--- config.mk ---
export PLATFORM = sky130hd
export DESIGN_NAME = regfile_wb_scheduler
export DESIGN_NICKNAME = d
export VERILOG_FILES = /design/src/rtl/rv_core_pkg.sv /design/src/rtl/rr_arbiter.sv /design/src/rtl/regfile_wb_scheduler.sv
export SDC_FILE = /design/constraint.sdc
export NUM_CORES = 1
export LEC_CHECK = 0
export BUFFER_PORTS_ARGS = -buffer_cell sky130_fd_sc_hd__buf_2
export CAP_MARGIN = 20
export CORE_MARGIN = 4
export CORE_UTILIZATION = 45
export CTS_CLUSTER_SIZE = 30
export DETAILED_ROUTE_END_ITERATION = 7
export GPL_TIMING_DRIVEN = 0
export HOLD_SLACK_MARGIN = 0.08
export PLACE_DENSITY = 0.83
export SYNTH_ARGS = -nofsm -noshare
export SYNTH_HDL_FRONTEND = slang
export SYNTH_HIERARCHICAL = 1
export SYNTH_SLANG_ARGS = --single-unit
--- constraint.sdc ---
create_clock -name clk -period 5.5 [get_ports clk]
set_input_delay 1.1 -clock clk [delete_from_list [all_inputs] [get_ports clk]]
set_output_delay 1.1 -clock clk [all_outputs]
set_load 0.01 [all_outputs]
--- src/rtl/rv_core_pkg.sv ---
// Shared integer-core definitions used by the register file writeback path.
//   XLEN      : integer data width
//   AW        : architectural register address width (32 registers)
//   reg_addr_t: register address type
//   REG_ZERO  : hard-wired zero register x0
package rv_core_pkg;

    localparam int XLEN = 32;
    localparam int AW   = 5;

    typedef logic [AW-1:0] reg_addr_t;

    localparam reg_addr_t REG_ZERO = '0;

endpackage

--- src/rtl/rr_arbiter.sv ---
// Round-robin arbiter for the register file write port.
// Ports:
//   clk, reset : clock, synchronous active-low reset (pointer returns to 0)
//   req        : per-requester request vector
//   advance    : a grant was taken this cycle; move the pointer past it
//   grant      : one-hot grant (all zero when nothing is requested)
//   idx        : binary index of the granted requester
module rr_arbiter #(
    parameter  int NUM_WB = 3,
    localparam int IW     = (NUM_WB > 1) ? $clog2(NUM_WB) : 1
) (
    input  logic              clk,
    input  logic              reset,
    input  logic [NUM_WB-1:0] req,
    input  logic              advance,
    output logic [NUM_WB-1:0] grant,
    output logic [IW-1:0]     idx
);

    logic [IW-1:0] rr_ptr;
    logic [IW-1:0] rr_ptr_next;
    logic [IW:0]   cand;
    logic          found;

    // Scan from rr_ptr upward, wrapping modulo NUM_WB; first requester wins.
    always_comb begin
        grant = '0;
        idx   = '0;
        found = 1'b0;
        cand  = '0;
        for (int k = 0; k < NUM_WB; k++) begin
            cand = {1'b0, rr_ptr} + (IW+1)'(k);
            if (cand >= (IW+1)'(NUM_WB)) begin
                cand = cand - (IW+1)'(NUM_WB);
            end
            if (!found && req[cand[IW-1:0]]) begin
                found                 = 1'b1;
                grant[cand[IW-1:0]]   = 1'b1;
                idx                   = cand[IW-1:0];
            end
        end
    end

    always_comb begin
        rr_ptr_next = rr_ptr;
        if (advance) begin
            rr_ptr_next = (idx == IW'(NUM_WB - 1)) ? '0 : idx + 1'b1;
        end
    end

    always_ff @(posedge clk) begin
        if (!reset) begin
            rr_ptr <= '0;
        end else begin
            rr_ptr <= rr_ptr_next;
        end
    end

endmodule

--- src/rtl/regfile_wb_scheduler.sv ---
// Register file write-port scheduler with busy-register scoreboard.
// Ports:
//   clk, reset        : clock, synchronous active-low reset
//   issue_*           : instruction presented by decode (sources, destination)
//   issue_stall       : instruction cannot issue this cycle (RAW/WAW on a busy register)
//   wb_valid/rd/data  : packed writeback requests, requester i at slice i
//   wb_ready          : one-hot grant to the writeback requesters
//   rf_we/rf_rd/rf_data : registered write into the register file (1 cycle after transfer)
//   busy_mask         : scoreboard, one bit per architectural register, bit 0 always 0
//
// Handshake: requester i transfers when wb_valid[i] & wb_ready[i] at a rising edge.
// Once valid is raised, valid/rd/data stay stable until that transfer; ready may
// depend combinationally on valid. No transfer is ever granted while reset is low.
module regfile_wb_scheduler #(
    parameter  int NUM_WB = 3,
    parameter  int XLEN   = rv_core_pkg::XLEN,
    parameter  int AW     = rv_core_pkg::AW,
    localparam int NREG   = 1 << AW,
    localparam int IW     = (NUM_WB > 1) ? $clog2(NUM_WB) : 1
) (
    input  logic                   clk,
    input  logic                   reset,
    input  logic                   issue_valid,
    input  logic [AW-1:0]          issue_rs1,
    input  logic [AW-1:0]          issue_rs2,
    input  logic                   issue_use_rs1,
    input  logic                   issue_use_rs2,
    input  logic [AW-1:0]          issue_rd,
    input  logic                   issue_wr,
    output logic                   issue_stall,
    input  logic [NUM_WB-1:0]      wb_valid,
    input  logic [NUM_WB*AW-1:0]   wb_rd,
    input  logic [NUM_WB*XLEN-1:0] wb_data,
    output logic [NUM_WB-1:0]      wb_ready,
    output logic                   rf_we,
    output logic [AW-1:0]          rf_rd,
    output logic [XLEN-1:0]        rf_data,
    output logic [NREG-1:0]        busy_mask
);

    logic [NREG-1:0] busy;
    logic [NREG-1:0] busy_next;
    logic [IW-1:0]   grant_idx;
    logic            transfer;
    logic            issue_fire;
    logic            issue_set;
    logic            we_q;
    logic [AW-1:0]   sel_rd;
    logic [XLEN-1:0] sel_data;

    // Reset masks requests so nothing is granted (and nothing transfers) in a reset cycle.
    rr_arbiter #(.NUM_WB(NUM_WB)) u_arb (
        .clk     (clk),
        .reset   (reset),
        .req     (wb_valid & {NUM_WB{reset}}),
        .advance (transfer),
        .grant   (wb_ready),
        .idx     (grant_idx)
    );

    assign transfer = |wb_ready;
    assign sel_rd   = wb_rd[int'(grant_idx)*AW +: AW];
    assign sel_data = wb_data[int'(grant_idx)*XLEN +: XLEN];

    // No bypass: a source or destination marked busy blocks issue outright.
    assign issue_stall = issue_valid & ((issue_use_rs1 & busy[issue_rs1]) |
                                        (issue_use_rs2 & busy[issue_rs2]) |
                                        (issue_wr      & busy[issue_rd]));
    assign issue_fire  = issue_valid & ~issue_stall;
    assign issue_set   = issue_fire & issue_wr & (issue_rd != rv_core_pkg::REG_ZERO);

    // Clear first, then set, so a same-edge set of the same register wins.
    always_comb begin
        busy_next = busy;
        if (rf_we) begin
            busy_next[rf_rd] = 1'b0;
        end
        if (issue_set) begin
            busy_next[issue_rd] = 1'b1;
        end
        busy_next[0] = 1'b0;
    end

    always_ff @(posedge clk) begin
        if (!reset) begin
            busy <= '0;
        end else begin
            busy <= busy_next;
        end
    end

    // Write stage: a transfer to x0 is consumed but never reaches the file.
    always_ff @(posedge clk) begin
        if (!reset) begin
            we_q    <= 1'b0;
            rf_rd   <= '0;
            rf_data <= '0;
        end else if (transfer) begin
            we_q    <= (sel_rd != rv_core_pkg::REG_ZERO);
            rf_rd   <= sel_rd;
            rf_data <= sel_data;
        end else begin
            we_q    <= 1'b0;
        end
    end

    // A write in flight when reset is asserted must not commit.
    assign rf_we     = we_q & reset;
    assign busy_mask = busy;

    for (genvar i = 0; i < NUM_WB; i++) begin : g_hold_chk
        a_hold_valid: assert property (@(posedge clk)
            (reset && wb_valid[i] && !wb_ready[i]) |=> (!reset || wb_valid[i]))
            else $error("writeback requester %0d dropped valid before grant", i);
    end

    a_set_clear: assert property (@(posedge clk)
        !(reset && rf_we && issue_set && (issue_rd == rf_rd)))
        else $error("busy set and clear of x%0d on the same edge", rf_rd);

    a_stray_wb: assert property (@(posedge clk)
        !(reset && rf_we && !busy[rf_rd]))
        else $warning("writeback to non-busy register x%0d", rf_rd);

endmodule

==> metrics.cfg, run 1 <==
[power]
power.leakage_uw=0.002865
internal-power_uw=1338
net-switching-power_uw=925.6
swShare=0.4089
power_per_cell_area_nw_per_um2=363.5
power.share.clock=0.214
power.combinational.fraction=0.481
max-vdd-ir-drop_uv=266.2
power.sequential.fraction=0.305

[placement]
global_placement_routability_congestion=0.9961
dpl_cell_area_um2=5991
io_buffer_count=200
hpwl_um=13600

[floorplanning]
die_area_um2=12430
fp.dieW_um=111.5
die_height_um=111.5
core_um2=10370
initial_utilization=0.4648
io-pin-count=209
num_rows=37

[clock_tree]
cts_tree=done
post_cts_hold_buffer_count=0
clkTransAtPathRegs_ns=0.08
htree_levels=3
sink_count_of_the_clock_tree=71
clock_tree.buffer_depth=2
cts-buffers-inserted=9
cts_resized=0
clk-insertion-delay-late_ns=0.36
cts.repair_timing.setup_buffer_count=0
cts.root.buffer_cell=sky130_fd_sc_hd__clkbuf_8

[routing]
num_vias=5435
postRouteAntennaNets=0
number_of_iterations_in_the_first_detailed_routing_pass=4
route.detailed.drc=0
routed_via_density=6.066
drt_iter0_markers=399
postRouteWirelength_um=17380
routed_len_inst_um=19.40

[critical_path]
setup.worst_path.class=primary input to flop
cell_type_of_the_slowest_stage_on_the_worst_timing_path=sky130_fd_sc_hd__buf_1
reg2reg_to=rf_data[22]
timing.critical_path.slowest_cell_delay_ns=0.63
timing.reg2reg.worst_path_depth=11
critical_path.most_common_cell=sky130_fd_sc_hd__clkbuf_1
worst_setup_path_end_kind=flop
timing.critical_path.cells=buf_2, clkbuf_1, clkbuf_1, and2_1, a21boi_0, o211ai_1, a22oi_2, clkbuf_1, buf_1, mux2i_1, o211ai_1, o211a_1
timing.critical_path.fanout_max=10
r2r_path_start=u_arb/rr_ptr[0]
critPathArrivalTime_ns=5.10
timing.reg2reg.setup_slack_ns=1.97
critPathBufInv=5
cp.required_ns=5.76
critical_path.top_delay_family=buffers and inverters
setup.worst_path.start_class=primary input

[synthesis]
ys_seq_elements=71
number_of_warnings_issued_by_yosys=6
synth.area.top_cells=sky130_fd_sc_hd__dfxtp_1 29%, sky130_fd_sc_hd__o211ai_1 10%, sky130_fd_sc_hd__mux2i_1 8.9%, sky130_fd_sc_hd__o211a_1 7.9%, sky130_fd_sc_hd__mux4_2 7.5%
post_synth_inst_count=539
synth_top_flop_cell=sky130_fd_sc_hd__dfxtp_1
count_of_flip_flops_with_a_built_in_enable_after_synthesis=0
top_cell_type_s_share_of_synthesized_area=0.2949
synthDominantAreaCellType=sky130_fd_sc_hd__dfxtp_1
share_of_synthesized_registers_carrying_an_async_set_or_reset=0
post_synth.cell_area_avg_um2=8.942
netlist-cell-type-count=53
synth_seq_area_share=0.2949
synth.net_count=678
synthTopCellsByCount=71 x sky130_fd_sc_hd__dfxtp_1, 71 x sky130_fd_sc_hd__nand2_1, 65 x sky130_fd_sc_hd__o211ai_1
synthesis.area_um2=4820

[sta]
layout_min_cycle_time_ns=4.844
slew_viol_final=0
fin_skew_ns=0.01122
layout_worst_path_cycle_share=0.8808
max_clock_freq_mhz=206.4
timing.final.hold_violations=0
timing.slew.headroom=0.3303
totalNegativeSetupSlack_ns=0
finalSetupViolations=0
worst_slew_pin_slew_ns=0.9968
rsz_0062_raised_after_global_routing=no

[hold_path]
hold_start=rf_data[1]
timing.hold.worst_path_depth=1
hold_path_class=flop to flop
hold_path_end=rf_data[1]

[global_routing]
use_met1=0.3221
globalRoute.busiestLayer=met2
grt_max_degree=13
initial_antenna_violation_count=5
grt_pass1_wl_um=27340
groute.layer.met3.usage=0.07446
gr-total-overflow=0
gr_met2_demand_resource=0.4592
global_route.usage.total=0.2711
first_global_vias=5293

[finish]
area_delta_synth_final_pct=29.21
finish.net_count=889
fraction_of_layout_instances_using_a_drive_strength_above_1=0.3510
multi_input_area_um2=3128
sequential_cell_area_um2=1421
filler_cell_count=961
finish.utilization=0.6005
stdcell_area_um2=6227

[status]
status=complete, no violations

[flow_run]
drv_cap=0

-- layout by cell type, fill, tap and decap left out, types with 3 or more instances in the layout --
cell / count
sky130_fd_sc_hd__buf_6: 3
sky130_fd_sc_hd__nand4_1: 3
sky130_fd_sc_hd__o21ai_0: 22
sky130_fd_sc_hd__o211ai_1: 65
sky130_fd_sc_hd__nand3b_1: 5
sky130_fd_sc_hd__nor2_1: 21
sky130_fd_sc_hd__inv_1: 9
sky130_fd_sc_hd__clkbuf_8: 11
sky130_fd_sc_hd__buf_1: 6
sky130_fd_sc_hd__buf_4: 3
sky130_fd_sc_hd__nand2_1: 71
sky130_fd_sc_hd__nor3_1: 5
sky130_fd_sc_hd__o211a_1: 38
sky130_fd_sc_hd__buf_2: 206
sky130_fd_sc_hd__or3_1: 7
sky130_fd_sc_hd__mux4_2: 16
sky130_fd_sc_hd__nand3_1: 6
sky130_fd_sc_hd__nor2b_1: 12
sky130_fd_sc_hd__mux2i_1: 43
sky130_fd_sc_hd__nor4_1: 6
sky130_fd_sc_hd__clkbuf_1: 35
sky130_fd_sc_hd__a21oi_1: 7
sky130_fd_sc_hd__o22ai_1: 6
sky130_fd_sc_hd__dfxtp_1: 71
sky130_fd_sc_hd__o31ai_1: 13
sky130_fd_sc_hd__ha_1: 4
sky130_fd_sc_hd__mux2_2: 12
sky130_fd_sc_hd__and2_1: 4
sky130_fd_sc_hd__nand2b_1: 10
sky130_fd_sc_hd__a221oi_1: 3
sky130_fd_sc_hd__diode_2: 5
-- metrics by stage --
step	power (uW)	hold WS (ns)	worst slack (ns)	cells
finish	2264	0.4992	0.6559	896
global route	2413	0.5188	0.4719	896
CTS	2267	0.5015	0.7422	891
detailed placement	1782	0.4805	0.3403	875
global placement	1744	0.4779	0.4091	875
floorplan	1410	0.5385	1.481	539
-- cells by family (layout without fill, tap and decap cells) --
logic type	after synthesis	count (layout)	synth area share
flops	71	71	0.2949
fa+ha+maj	4	4	0.01038
simple gates	158	158	0.1623
other cells	1	6	0.0007781
buf+inv	61	277	0.05607
mux	74	74	0.1996
compound gates	170	170	0.2760
-- layout make-up --
class	count	share of cell area
Antenna cell	5	0.002009
Buffer	51	0.03737
Clock buffer	13	0.02552
Clock inverter	3	0.01045
Inverter	10	0.006028
Multi-Input combinational cell	407	0.5023
Sequential cell	71	0.2282
Tap cell	136	0.02733
Timing Repair Buffer	200	0.1607
-- how the worst max path moves through the flow --
stage             endpoint   from  cells after the start  slack [ns]
3_3_place_gp   rf_data[12]  reset                     12        0.41
4_1_cts        rf_data[22]  reset                     12        0.74
3_5_place_dp   rf_data[22]  reset                     12        0.34
2_1_floorplan  rf_data[10]  reset                     11        1.48
6_report       rf_data[22]  reset                     12        0.66
5_1_grt        rf_data[12]  reset                     12        0.47
-- per-layer routing --
layer,wire [um],up-vias
met5,0,-
met4,551,0
met3,1617,42
met2,8506,315
met1,6702,2584
li1,-,2494
-- power by group through the flow --
stage | logic, uW | clock network [uW] | registers (uW)
global route | 1200 | 511 | 702
global placement | 1050 | 0 | 694
CTS | 1090 | 491 | 689
finish | 1090 | 484 | 691
detailed placement | 1080 | 0 | 697
floorplan | 671 | 0 | 740
-- sequential cells by signal, summed over array words and instances (netlist names) --
register,count
u_arb/rr_ptr,2
we_q,1
rf_rd,5
rf_data,32
busy_mask,31
No activity file was read; power rests on OpenSTA's default activity.
==> run 2: changes to the inputs <==
CTS_BUF_LIST = sky130_fd_sc_hd__clkbuf_8   (was unset)
==> metrics.cfg, run 2 (synthesis results as in run 1) <==
[finish]
finish.utilization=0.6005
area_delta_synth_final_pct=29.21
top_register=rf_data
finish.net_count=889
fraction_of_layout_instances_using_a_drive_strength_above_1=0.3510
number_of_flip_flops_in_the_largest_register=32
filler_cell_count=961
final_common_cell=sky130_fd_sc_hd__buf_2
most-common-layout-cells=206 x sky130_fd_sc_hd__buf_2, 71 x sky130_fd_sc_hd__nand2_1, 71 x sky130_fd_sc_hd__dfxtp_1

[sta]
timing.final.hold_violations=0
fin_worst_hold_slack_ns=0.4992
max_clock_freq_mhz=207.2
layout_min_cycle_time_ns=4.826
layout_worst_path_cycle_share=0.8775
rsz_0062_raised_after_global_routing=no
fin_skew_ns=0.009034
timing.slew.headroom=0.3221
worst_slew_pin_slew_ns=1.009
finalSetupViolations=0
slew_viol_final=0
totalNegativeSetupSlack_ns=0

[clock_tree]
clk-insertion-delay-late_ns=0.36
clock_tree.buffer_depth=2
htree_levels=3
sink_count_of_the_clock_tree=71
cts_resized=0
post_cts_hold_buffer_count=0
cts-buffers-inserted=9
cts.repair_timing.setup_buffer_count=0
cts.root.buffer_cell=sky130_fd_sc_hd__clkbuf_8
clkTransAtPathRegs_ns=0.08
cts_tree=done

[critical_path]
cp.required_ns=5.76
setup.worst_path.class=primary input to flop
critPathArrivalTime_ns=5.08
timing.critical_path.fanout_max=10
worst_setup_path_end_kind=flop
setup.worst_path.start_class=primary input

[floorplanning]
die_area_um2=12430
io-pin-count=209
fp.dieW_um=111.5
initial_utilization=0.4648
die_height_um=111.5
num_rows=37
core_um2=10370

[routing]
postRouteAntennaNets=0
num_vias=5442
drt_iter0_markers=396
number_of_iterations_in_the_first_detailed_routing_pass=6
routed_len_inst_um=19.39
routed_via_density=6.074
route.detailed.drc=0
postRouteWirelength_um=17370

[status]
status=complete, no violations

[global_routing]
first_global_vias=5293
initial_antenna_violation_count=5
global_route.usage.total=0.2711
gr-total-overflow=0
grt_pass1_wl_um=27340
grt_max_degree=13

[power]
max-vdd-ir-drop_uv=264.7
power.leakage_uw=0.002874
power_per_cell_area_nw_per_um2=362.8

[placement]
io_buffer_count=200
hpwl_um=13600
global_placement_routability_congestion=0.9961

[flow_run]
drv_cap=0

[hold_path]
hold_path_class=flop to flop

run 2: changes by cell type in the layout (fill, tap and decap cells not counted), sizes merged:
cell / change
clkbuf: -2
inv: +2
run 2: worst paths after layout:
kind | start | to | slack [ns] | depth (start not counted)
max | reset | rf_data[22] | 0.67 | 12
min | rf_data[1] | rf_data[1] | 0.50 | 1
max reg2reg | u_arb/rr_ptr[0] | rf_data[22] | 1.98 | 11
min reg2reg | rf_data[1] | rf_data[1] | 0.50 | 1
run 2: worst max-delay path, stage by stage:
cell	delay, ns
sky130_fd_sc_hd__buf_2	0.19
sky130_fd_sc_hd__clkbuf_1	0.43
sky130_fd_sc_hd__clkbuf_1	0.45
sky130_fd_sc_hd__and2_1	0.34
sky130_fd_sc_hd__a21boi_0	0.25
sky130_fd_sc_hd__o211ai_1	0.14
sky130_fd_sc_hd__a22oi_2	0.34
sky130_fd_sc_hd__clkbuf_1	0.59
sky130_fd_sc_hd__buf_1	0.63
sky130_fd_sc_hd__mux2i_1	0.29
sky130_fd_sc_hd__o211ai_1	0.14
sky130_fd_sc_hd__o211a_1	0.17
run 2: metal layers:
metal  track usage  share of wire
met1        0.3221           0.39
met5             0              0
met4        0.1184          0.031
met3       0.07446          0.094
met2        0.4592           0.49
run 2: cell type report:
| cell class | count | area [um^2] | area share |
|---|---|---|---|
| multi-input combinational | 407 | 3128 | 0.5023 |
| inverter | 10 | 37.54 | 0.006028 |
| buffer | 51 | 232.7 | 0.03737 |
| tap | 136 | 170.2 | 0.02733 |
| antenna | 5 | 12.51 | 0.002009 |
| clock buffer | 11 | 151.4 | 0.02431 |
| clock inverter | 5 | 72.57 | 0.01165 |
| timing repair buffer | 200 | 1001 | 0.1607 |
| sequential | 71 | 1421 | 0.2282 |
run 2: report_power, final:
group / internal (uW) / switching (uW)
clock: 276 / 203
sequential: 626 / 63.8
combinational: 431 / 658
run 2: metrics by stage:
stage	setup slack [ns]	cell area (um^2)	power, uW	instances
5_1_grt	0.4719	6227	2410	896
2_1_floorplan	1.481	4820	1410	539
3_5_place_dp	0.3403	5991	1782	875
4_1_cts	0.7422	6215	2265	891
6_report	0.6737	6227	2259	896
3_3_place_gp	0.4091	5991	1744	875
